**config.mk**
```make
export PLATFORM = sky130hd
export DESIGN_NAME = down_timer
export DESIGN_NICKNAME = d
export VERILOG_FILES = /design/src/rtl/down_timer.sv
export SDC_FILE = /design/constraint.sdc
export NUM_CORES = 1
export LEC_CHECK = 0
export ABC_AREA = 1
export CAP_MARGIN = 20
export CORE_AREA = 2 2 39 41
export DETAILED_ROUTE_END_ITERATION = 10
export DIE_AREA = 0 0 41 43
export GPL_ROUTABILITY_DRIVEN = 0
export SYNTH_ARGS = -nofsm -noshare
export SYNTH_HDL_FRONTEND = slang
export SYNTH_SLANG_ARGS = --single-unit
```
**constraint.sdc**
```tcl
create_clock -name clk -period 2 [get_ports clk]
set_clock_uncertainty 0.05 [all_clocks]
set_input_delay 0.6 -clock clk [delete_from_list [all_inputs] [get_ports clk]]
set_output_delay 0.6 -clock clk [all_outputs]
set_load 0.005 [all_outputs]
```
**src/rtl/down_timer.sv**
```systemverilog
// Loadable down-counter with IDLE/RUN/DONE control and a one-cycle done pulse.
// Define DOWN_TIMER_RELOAD_EN for periodic mode (DONE re-enters RUN from a reload register).
module down_timer #(
    parameter int unsigned WIDTH = 3
) (
    input  logic             clk,
    input  logic             rst,
    input  logic             load,
    input  logic [WIDTH-1:0] load_val,
    input  logic             start,
    input  logic             count,
    output logic [WIDTH-1:0] count_out,
    output logic             busy,
    output logic             done
);

    typedef enum logic [1:0] {
        IDLE,
        RUN,
        DONE
    } state_t;

    localparam logic [WIDTH-1:0] ONE = WIDTH'(1);

    state_t           state_q;
    logic [WIDTH-1:0] count_q;
    logic             busy_q;
    logic             done_q;
`ifdef DOWN_TIMER_RELOAD_EN
    logic [WIDTH-1:0] reload_q;
`endif

    // busy/done are registered alongside the state so they always match it.
    always_ff @(posedge clk or negedge rst) begin
        if (!rst) begin
            state_q  <= IDLE;
            count_q  <= '0;
            busy_q   <= 1'b0;
            done_q   <= 1'b0;
`ifdef DOWN_TIMER_RELOAD_EN
            reload_q <= '0;
`endif
        end else if (load) begin
            state_q  <= IDLE;
            count_q  <= load_val;
            busy_q   <= 1'b0;
            done_q   <= 1'b0;
`ifdef DOWN_TIMER_RELOAD_EN
            reload_q <= load_val;
`endif
        end else begin
            case (state_q)
                IDLE: begin
                    if (start) begin
                        if (count_q != '0) begin
                            state_q <= RUN;
                            busy_q  <= 1'b1;
                        end else begin
                            state_q <= DONE;
                            done_q  <= 1'b1;
                        end
                    end
                end
                RUN: begin
                    if (count && (count_q != '0)) begin
                        count_q <= count_q - ONE;
                        if (count_q == ONE) begin
                            state_q <= DONE;
                            busy_q  <= 1'b0;
                            done_q  <= 1'b1;
                        end
                    end
                end
                DONE: begin
                    done_q <= 1'b0;
`ifdef DOWN_TIMER_RELOAD_EN
                    if (reload_q != '0) begin
                        state_q <= RUN;
                        count_q <= reload_q;
                        busy_q  <= 1'b1;
                    end else begin
                        state_q <= IDLE;
                        count_q <= '0;
                    end
`else
                    state_q <= IDLE;
                    count_q <= '0;
`endif
                end
                default: begin
                    state_q <= IDLE;
                    busy_q  <= 1'b0;
                    done_q  <= 1'b0;
                end
            endcase
        end
    end

    assign count_out = count_q;
    assign busy      = busy_q;
    assign done      = done_q;

endmodule
```
==> results.txt, run 1 <==
The final critical path takes up 93.6% of the cycle. The critical path's largest stage delay is 0.54 ns. For the worst-skew pair, the clock arrives at the later sink with an insertion delay of 0.24 ns.

For the pin with the worst max-slew slack, the measured transition is 0.300 ns. The run finished with clean final reports. The startpoint type of the worst setup path is a flop.

The number of synthesized flops with an enable pin is 0. Among all cell types in the netlist, the one instantiated most often is sky130_fd_sc_hd__nand2_1. The CTS tree is yes. For this run, the leading register cell type out of synthesis is sky130_fd_sc_hd__dfrtp_1.

The number of cells on the worst reg-to-reg path came out at 8. The number of diodes added for antenna fixing is 0. The total nets after synthesis came out at 71.

In this run the number of cells on the critical path is 1. The initial antenna violation count came to 0. The first-pass GRT wire length is 1.66 mm. Setup repair after global routing left no endpoint under its margin. The maximum clock frequency came out at 534 MHz. The maximum VDD drop is 0.555 mV. CTS built an H-tree with a depth of 1. The detailed-route DRC error count is 0. Ranked by total cell area, the synthesized netlist is headed by sky130_fd_sc_hd__dfrtp_1 37%, sky130_fd_sc_hd__nand2_1 12%, sky130_fd_sc_hd__ha_1 8.0%. The total number of yosys warnings is 0. The count of max-cap constraint violations is 0. For this run, the share of the core covered by cells in the final layout is 46.0%. The core box area came out at 0.00138 mm2.

The number of setup buffers added after CTS came out at 0. The TritonCTS sink count came out at 7. The path class of the tightest hold or removal check is flop to flop. The launch point of the worst hold path is done$_DFFE_PN0P_.

The commonest cells after synthesis are 15 x sky130_fd_sc_hd__nand2_1, 7 x sky130_fd_sc_hd__dfrtp_1, 6 x sky130_fd_sc_hd__inv_1, 4 x sky130_fd_sc_hd__inv_2, 4 x sky130_fd_sc_hd__nand3_1. Grouping stages by cell kind, the critical path spends the most delay in buffers and inverters. The total setup violations reported at the end of the flow is 0.

After clock tree synthesis, the flow added hold-fix buffers numbering 0. The routed layout has 425 vias. The count of buffers added on input and output ports is 12. The number of instances on the worst hold path is 2.

The post-route netlist has 23.7% of its cells at a drive strength greater than 1. The data arrival time of the critical path came out at 1.22 ns. The floorplan step defined a die boundary enclosing 0.00176 mm2. The routed design has 926 um of wire. The cell at the root of the clock tree is sky130_fd_sc_hd__clkbuf_4. After filler insertion, the fill cell instance count of the layout stands at 146. The startpoint of the lowest-slack register-to-register path is count_out[0]$_DFFE_PN0P_.

The via count of the first global-routing pass is 423. The maximum net fanout on the critical path came out at 5. Summing every instance area after synthesis gives 470 um2.

The total track usage came out at 14.0%. The final layout net count is 88. The die is 43 um tall. The unique cell type count in the Yosys netlist came out at 19. The clock slew seen by the registers of the worst setup and hold paths is 0.05 ns. The max-slew violation total from the final report is 0. The number of buffers created by CTS is 3. Once detailed placement completed, the half-perimeter wirelength came to 785 um. The remaining global-route overflow is 0. The register area is 175 um2. Synthesis inferred 7 register bits. Entering global routing, the biggest net connects 8 pins. The first routing iteration left 7 violations. The number of nets with antenna violations after detailed routing is 0. The clock period minus worst slack is 1.87 ns.

The die width came out at 41 um. The maximum count of clock buffers along a single path is 2. The leakage power of the design came out at 0.000327 uW.

A synthesized cell averages 7.84 um2. The total count of hold-check failures in the final report is 0. The buffer and inverter count on the worst path is 1. The power per cell area is 1360 mW/mm2. The area of the multi-input gates came out at 251 um2. The total negative setup slack came out at 0 ns. Tracing the worst setup path back leads to its startpoint at count_out[2]$_DFFE_PN0P_.

In the final routed layout, each cell accounts on average for 10.1 um. In this run the tightest slew margin relative to its limit is 80.0%. The initial utilization of the core area, before any placement, comes to 34.0%. Synthesis produced a netlist whose cell count is 60. The proportion of netlist area held by the largest area contributor came out at 37.2%.

For this run, the detailed router's first-pass iteration total came to 6. The number of rows created at floorplan came out at 14. The portion of the post-synthesis area used by sequential elements is 37.2%. The post-detailed-route via-to-cell ratio is 4.62. Traced cell by cell, the critical path runs through clkdlybuf4s50_1. The number of cells upsized or downsized after cts came out at 0. The endpoint required time on the critical path came out at 1.35 ns. The number of top-level pins came out at 13. The worst setup path is captured at an output pin.

The critical path in this run is classified as flop to output pin. The synthesized design spends more area on one cell type than any other, namely sky130_fd_sc_hd__dfrtp_1. Among all stages on the critical path, the largest delay is contributed by sky130_fd_sc_hd__clkdlybuf4s50_1.

Compared with the post-synthesis result, the final layout area differs by 35.4%. The async set or reset register ratio after synthesis is 100%.
==> cell usage in the layout, fill, tap and decap left out, types with 2 or more instances in the layout <==
cell type and count:
sky130_fd_sc_hd__clkdlybuf4s50_1 12, sky130_fd_sc_hd__nand2_2 3, sky130_fd_sc_hd__clkbuf_4 3, sky130_fd_sc_hd__nand2_1 15, sky130_fd_sc_hd__inv_2 4, sky130_fd_sc_hd__inv_1 6
sky130_fd_sc_hd__nor2_1 2, sky130_fd_sc_hd__o21ai_0 3, sky130_fd_sc_hd__nand2_4 2, sky130_fd_sc_hd__o21ai_1 2, sky130_fd_sc_hd__dfrtp_1 7, sky130_fd_sc_hd__nand3_1 4
sky130_fd_sc_hd__ha_1 3, sky130_fd_sc_hd__nor2_2 2
==> cells by family (layout without fill, tap and decap cells) <==
logic type	after synthesis	after routing	synth area share, %
XOR/XNOR	1	1	1.86
AO/OA/AOI/OAI	7	7	8.24
flip-flops	7	7	37.2
adder cells (fa/ha/maj)	3	3	7.98
AND/OR/NAND/NOR	31	31	35.4
buffers and inverters	11	27	9.31
==> through the flow <==
| stage | hold slack (ns) | instance area [um2] | instances | power [uW] | worst slack, ns |
|---|---|---|---|---|---|
| 6_report | 0.420 | 637 | 92 | 866 | 0.128 |
| 4_1_cts | 0.426 | 637 | 92 | 885 | 0.116 |
| 3_5_place_dp | 0.413 | 611 | 88 | 753 | 0.157 |
| 5_1_grt | 0.472 | 637 | 92 | 960 | 0.0653 |
| 2_1_floorplan | 0.254 | 470 | 60 | 574 | 0.731 |
| 3_3_place_gp | 0.412 | 611 | 88 | 747 | 0.169 |
==> cell type report <==
class | count | area share (%)
timing repair buffer | 12 | 18.9
inverter | 11 | 6.88
sequential | 7 | 27.5
tap | 16 | 3.14
clock buffer | 4 | 4.13
multi-input combinational | 42 | 39.5
==> worst paths after layout <==
| kind | end | slack (ns) |
|---|---|---|
| setup / recovery | count_out[2] | 0.13 |
| hold / removal | done$_DFFE_PN0P_ | 0.42 |
| setup reg to reg | done$_DFFE_PN0P_ | 0.63 |
| hold reg to reg | done$_DFFE_PN0P_ | 0.42 |
| max in group asynchronous | count_out[0]$_DFFE_PN0P_ | 1.11 |
| min in group asynchronous | state_q[0]$_DFFE_PN0P_ | 0.55 |
==> metal layers <==
layer	routed length [um]	track usage [%]	vias up
li1	-	-	219
met1	440	18.8	199
met2	466	20.0	7
met3	19	4.71	0
met4	0	6.00	0
met5	0	0	-
==> flip-flops by register name (all words and copies together) (netlist names) <==
signal and flops:
busy 1, count_out 3, done 1, state_q 2
==> worst reg2reg max path, delay by kind of cell (launching register included) <==
kind          cells  cell delay, ns
flops             1            0.38
buf+inv           1            0.09
fa+ha+maj         1            0.25
simple gates      6            0.49
==> power breakdown <==
| part | total, uW | leakage [uW] | switching (uW) | internal, uW |
|---|---|---|---|---|
| clock network | 123 | 0.0000150 | 46.8 | 75.8 |
| registers | 273 | 0.0000899 | 65.8 | 208 |
| logic | 470 | 0.000222 | 247 | 223 |
| total | 866 | 0.000327 | 359 | 507 |
(Power assumes the default switching activity.)
==> inputs of run 2 (changes only) <==
CAP_MARGIN = unset   (was 20)
CTS_CLUSTER_SIZE = 25   (was unset)
==> results of run 2 <==
The final DEF is identical to that of run 1; final timing and power are the same.
